### src/rtl/seq_restoring_divider.sv
// Iterative unsigned restoring divider: one trial subtraction per cycle, result WIDTH+1 cycles after accept.
// Optional macro DIVZERO_DETECT_EN adds div_by_zero and a one-cycle shortcut for a zero divisor.
module seq_restoring_divider #(
  parameter int WIDTH = 4
) (
  input  logic             clk,
  input  logic             rst_n,
  input  logic             in_valid,
  output logic             in_ready,
  input  logic [WIDTH-1:0] dividend,
  input  logic [WIDTH-1:0] divisor,
  output logic             out_valid,
  input  logic             out_ready,
  output logic [WIDTH-1:0] quotient,
  output logic [WIDTH-1:0] remainder
`ifdef DIVZERO_DETECT_EN
  ,
  output logic             div_by_zero
`endif
);
  localparam int CW = $clog2(WIDTH + 1);

  typedef enum logic [1:0] {IDLE, RUN, DONE} state_t;

  state_t           state_q, state_d;
  logic [WIDTH-1:0] q_q, q_d;
  logic [WIDTH-1:0] d_q, d_d;
  logic [WIDTH:0]   r_q, r_d;
  logic [CW-1:0]    cnt_q, cnt_d;
  logic [WIDTH-1:0] quo_q, quo_d;
  logic [WIDTH-1:0] rem_q, rem_d;
  logic [WIDTH:0]   r_shift, trial;
  logic             skip;
`ifdef DIVZERO_DETECT_EN
  logic             dz_q, dz_d;
  logic             dzo_q, dzo_d;
  assign skip        = dz_q;
  assign div_by_zero = dzo_q;
`else
  assign skip        = 1'b0;
`endif

  assign in_ready  = (state_q == IDLE);
  assign out_valid = (state_q == DONE);
  assign quotient  = quo_q;
  assign remainder = rem_q;

  // Trial subtraction; the top bit of trial is the borrow.
  assign r_shift = {r_q[WIDTH-1:0], q_q[WIDTH-1]};
  assign trial   = r_shift - {1'b0, d_q};

  always_comb begin
    state_d = state_q;
    q_d     = q_q;
    d_d     = d_q;
    r_d     = r_q;
    cnt_d   = cnt_q;
    quo_d   = quo_q;
    rem_d   = rem_q;
`ifdef DIVZERO_DETECT_EN
    dz_d    = dz_q;
    dzo_d   = dzo_q;
`endif
    case (state_q)
      IDLE: begin
        if (in_valid) begin
          state_d = RUN;
          q_d     = dividend;
          d_d     = divisor;
          r_d     = '0;
          cnt_d   = '0;
`ifdef DIVZERO_DETECT_EN
          dz_d    = (divisor == '0);
`endif
        end
      end
      RUN: begin
        if (skip) begin
          // Q still holds the untouched dividend here.
          state_d = DONE;
          quo_d   = '1;
          rem_d   = q_q;
`ifdef DIVZERO_DETECT_EN
          dzo_d   = 1'b1;
`endif
        end else if (cnt_q == CW'(WIDTH)) begin
          state_d = DONE;
          quo_d   = q_q;
          rem_d   = r_q[WIDTH-1:0];
        end else begin
          cnt_d = cnt_q + CW'(1);
          if (!trial[WIDTH]) begin
            r_d = trial;
            q_d = {q_q[WIDTH-2:0], 1'b1};
          end else begin
            r_d = r_shift;
            q_d = {q_q[WIDTH-2:0], 1'b0};
          end
        end
      end
      DONE: begin
        if (out_ready) begin
          state_d = IDLE;
`ifdef DIVZERO_DETECT_EN
          dzo_d   = 1'b0;
`endif
        end
      end
      default: state_d = IDLE;
    endcase
  end

  always_ff @(posedge clk or negedge rst_n) begin
    if (!rst_n) begin
      state_q <= IDLE;
      q_q     <= '0;
      d_q     <= '0;
      r_q     <= '0;
      cnt_q   <= '0;
      quo_q   <= '0;
      rem_q   <= '0;
`ifdef DIVZERO_DETECT_EN
      dz_q    <= 1'b0;
      dzo_q   <= 1'b0;
`endif
    end else begin
      state_q <= state_d;
      q_q     <= q_d;
      d_q     <= d_d;
      r_q     <= r_d;
      cnt_q   <= cnt_d;
      quo_q   <= quo_d;
      rem_q   <= rem_d;
`ifdef DIVZERO_DETECT_EN
      dz_q    <= dz_d;
      dzo_q   <= dzo_d;
`endif
    end
  end

endmodule

### config.mk
export PLATFORM = sky130hd
export DESIGN_NAME = seq_restoring_divider
export DESIGN_NICKNAME = d
export VERILOG_FILES = /design/src/rtl/seq_restoring_divider.sv
export SDC_FILE = /design/constraint.sdc
export NUM_CORES = 1
export LEC_CHECK = 0
export BUFFER_PORTS_ARGS = -buffer_cell sky130_fd_sc_hd__buf_2
export CORE_MARGIN = 2
export CORE_UTILIZATION = 49
export DETAILED_ROUTE_END_ITERATION = 10
export PLACE_DENSITY = 0.81
export SYNTH_ARGS = -nofsm -noshare
export SYNTH_HDL_FRONTEND = slang
export SYNTH_SLANG_ARGS = --single-unit
### constraint.sdc
create_clock -name clk -period 2 [get_ports clk]
set_clock_uncertainty 0.2 [all_clocks]
set_input_delay 0.1 -clock clk [delete_from_list [all_inputs] [get_ports clk]]
set_output_delay 0.1 -clock clk [all_outputs]
set_load 0.05 [all_outputs]
Word level (Yosys, flattened, before mapping)

Index checks and enable logic that the tools add are counted.

Register bits after elaboration: 25
Input port bits: 12
Output and inout bits: 10
Logic and storage cells: 37

Add/subtract/negate cells: 2
Eq/ne operators: 7
Muxes and demuxes: 15
Reductions and logical operators: 6

Operator list:

| operator            | number |
|---|---|
| $mux 4              | 5 |
| $pmux 4 s2          | 2 |
| $mux 2              | 3 |
| $mux 3              | 2 |
| $ne 2x2->1 const B  | 3 |
| $pmux 2 s3          | 1 |
| $pmux 3 s2          | 1 |
| $reduce_and 3->1    | 2 |
| $sub 5x4->5         | 1 |
| $reduce_and 2->1    | 2 |
| $add 3x1->3 const B | 1 |
| $eq 3x3->1 const B  | 1 |
| $eq 2x1->1 const B  | 1 |
| $eq 2x2->1 const B  | 1 |
| $logic_not 2->1     | 1 |
| $ne 2x1->1 const B  | 1 |
| $reduce_bool 2->1   | 1 |
| $mux 1              | 1 |

Logic depth before layout (Yosys ltp)

Depth in word-level cells: 4
Depth in mapped cells: 8
Mapped depth without buffers: 8

Worst setup path after synthesis

Ideal clock, no wire load.

Path kind: reg-to-reg
Start point: register q_q[3]
End point: register r_q[3]
Data arrival time: 1842 ps
Data required time: 1670 ps
Setup slack: -171 ps
Stages on the path, launching flop included: 9
Path buffers: 0
Clock period less this slack: 2171 ps
Cell sequence: dfrtp_1 -> inv_1 -> ha_1 -> inv_1 -> fa_1 -> a211o_2 -> and3_1 -> a311oi_1 -> o32ai_1

Word-level cells in the longest chain between the ends: 4

RTL lines:

| element                | RTL line | RTL |
|---|---|---|
| start, declared        | 26       | `logic [WIDTH-1:0] q_q, q_d;` |
| start signal, assigned | 128      | `q_q <= q_d;` |
| $sub 5x4->5            | 50       | `assign trial = r_shift - {1'b0, d_q};` |
| $mux 4                 | 92       | `if (!trial[WIDTH]) begin` |
| $mux 4                 | 86       | `end else if (cnt_q == CW'(WIDTH)) begin` |
| $pmux 4 s2             | 64       | `case (state_q)` |
| end signal, assigned   | 130      | `r_q <= r_d;` |
| end, declared          | 28       | `logic [WIDTH:0] r_q, r_d;` |

No other way between the ends. The select of a mux whose other input is x is not followed.
A chain may end at the register's enable or synchronous reset.

Worst setup path after layout

Same ends and word-level chain as after synthesis.

==> flow_summary.toml <==
[critical_path]
cp.depth = 8
arrival_ns = 2.20
criticalPathCategory = "flip-flop to flip-flop"
timing.critical_path.slowest_cell_delay_ns = 0.41
worstPathCellList = "inv_2 -> ha_4 -> inv_2 -> fa_2 -> a211o_2 -> and3_1 -> a311oi_2 -> o32ai_1"
crit_required_ns = 2.02
reg2regPathDepth = 8
r2r_slack_ns = -0.18
crit_top_cell = "inv_2"
crit_path_top_delay_cell = "dfrtp_1"
endpoint_kind = "flip-flop"
crit_buf_inv = 2
path_delay_family = "compound AO/OA/AOI/OAI gates"
r2r-end = "r_q[3]$_DFFE_PN0P_"
startpoint_type = "flip-flop"
cp_max_fo = 4
r2r_start = "q_q[3]$_DFFE_PN0P_"

[cells_and_area]
finalNetCount = 189
nFillCells = 197
n_antenna_cell = 0
layout-drive-gt1-share_pct = 33.1
syn_to_final_growth_pct = 28.7
final_cell_mix = "25 x dfrtp_1, 21 x buf_2, 19 x nand2_1"
multi_input_area_um2 = 641
register_area_um2 = 626
design_area_um2 = 1660
layout_commonest_cell = "dfrtp_1"

[min_path]
hp-start = "in_valid"
hold-path-endpoint = "state_q[0]$_DFFE_PN0P_"
hold_depth = 4
min_path_type = "input pin to flip-flop"

[logic_synthesis]
async_flop_share_pct = 100
synth_edf_count = 0
yosysWarnings = 0
syn_inst = 127
yosys_most_used_dff = "dfrtp_1"
synthesis.area_um2 = 1290
synth_seq_area_share_pct = 48.5
ys_ff_latch = 25
synth_cell_type_count = 35
synth_fp_nets = 146
synth_area_per_cell_um2 = 10.1

[floorplan]
num_rows = 18
fp.dieW_um = 55.3
die_y_um = 55.3
start_util_pct = 52.0
die_area_um2 = 3060
coreArea_um2 = 2480
ios = 22

[outcome]
violations = "setup timing"
status = "finished, violations left"

[grt]
grt_max_degree = 26
grt_overflow = 0
grt_usage_pct = 20.5
grt_pass1_vias = 1144
antenna_found_initial = 0
grt_pass1_wl_um = 4960

[timing]
setup_slack_ns = -0.179
setup_viol = 5
slew-limit-headroom_pct = 64.0
final_max_slew_viol_count = 0
post-route-period-util_pct = 109
rsz0062_at_grt = "yes"
report.final.hold_viol_count = 0
finalCriticalPeriod_ns = 2.18
timing.fmax_mhz = 459
tightest_slew_ns = 0.541

[routing]
initialDrtViolationCount = 34
vias = 1118
drc_errors = 0
wl_met2_um = 1390
dr_wl_met3_um = 178
wl_per_cell_um = 14.2
ant_nets = 0
highest_layer = "met4"
routed_wl_um = 2830
viasPerCell = 5.62
first_pass_iters = 4
m1WireLength_um = 1150

[place]
post-dp-hpwl_um = 2040
portBuffers = 21
postPlaceCellArea_um2 = 1480
place_congestion = 0.919

[clock_network]
cts_root_buf = "clkbuf_4"
path_clk_slew_ns = 0.14
insertion_delay_ns = 0.33
cts_buffer_depth = 2
cts_buffers = 3
cts_max_level = 1
tritoncts = "built"
cts.sinks = 25

[flow_run]
maxCapViolations = 0
==> timing repair <==
item	in CTS	in global routing
endpoints found under the setup margin	5	7
gates resized for setup	8	3
pin swaps	7	0
hold buffers	10	0
setup buffers	1	1
hold endpoints to repair	34	0
==> cell usage after synthesis, types with 3 or more instances <==
master	n	share of area [%]
nand3_1	3	1.2
mux2i_1	3	2.3
ha_1	6	5.8
o21ai_1	4	1.6
nor2_1	5	1.5
o21ai_0	10	3.9
and3_1	4	1.9
nand2_1	19	5.5
inv_1	10	2.9
a211oi_1	3	1.7
dfrtp_1	25	49
mux2_2	7	6.1
==> cell families (layout without fill, tap and decap cells) <==
group,count (synthesis),in the layout,share of synthesized area (%)
simple gates,40,40,15.0
compound gates,29,29,14.3
flops,25,25,48.5
buf+inv,14,56,5.05
mux,10,10,8.45
fa+ha+maj,7,7,7.38
xor+xnor,2,2,1.36
==> worst max path at each step <==
| stage | end | slack (ns) | from |
|---|---|---|---|
| final | r_q[3]$_DFFE_PN0P_ | -0.18 | q_q[3]$_DFFE_PN0P_ |
| after global routing | r_q[3]$_DFFE_PN0P_ | -0.24 | q_q[3]$_DFFE_PN0P_ |
| after CTS | r_q[3]$_DFFE_PN0P_ | -0.19 | q_q[3]$_DFFE_PN0P_ |
| after detailed placement | r_q[3]$_DFFE_PN0P_ | -0.22 | q_q[3]$_DFFE_PN0P_ |
| after global placement | r_q[3]$_DFFE_PN0P_ | -0.14 | q_q[3]$_DFFE_PN0P_ |
| after floorplan | r_q[3]$_DFFE_PN0P_ | -0.11 | q_q[3]$_DFFE_PN0P_ |
==> tightest hold or removal path, delay by kind of cell <==
| kind | cells | cell delay [ns] |
|---|---|---|
| buf+inv | 2 | 0.17 |
| simple gates | 2 | 0.24 |
==> registers in the layout, summed over array words and instances (netlist names) <==
register / flops
state_q: 2
d_q: 4
quotient: 4
q_q: 4
cnt_q: 3
r_q: 4
remainder: 4
==> layer usage <==
layer	vias to the layer above	track usage [%]
li1	525	-
met1	525	24.4
met2	55	34.0
met3	13	3.98
met4	0	12.2
met5	-	0
==> stage by stage <==
stage | setup WS (ns) | setup TNS (ns) | hold WS [ns] | std cells | utilization (%)
final | -0.179 | -0.515 | 0.0161 | 199 | 67.0
after global routing | -0.241 | -0.933 | 0.0331 | 199 | 67.0
after CTS | -0.188 | -0.476 | 0.0574 | 198 | 66.2
after detailed placement | -0.217 | -0.849 | -0.0912 | 183 | 59.6
after global placement | -0.135 | -0.332 | -0.0890 | 183 | 59.6
after floorplan | -0.110 | -0.155 | -0.396 | 127 | -
==> final cells by class <==
class | count | area share (%)
multi-input cells | 88 | 38.6
flip-flops and latches | 25 | 37.7
repair buffers | 42 | 17.3
inverters | 10 | 2.26
well taps | 30 | 2.26
clock buffers | 3 | 1.36
clock inverters | 1 | 0.452
Power is not shown: default switching activity piles up to over one toggle a cycle in this logic, so the estimate is an artifact.
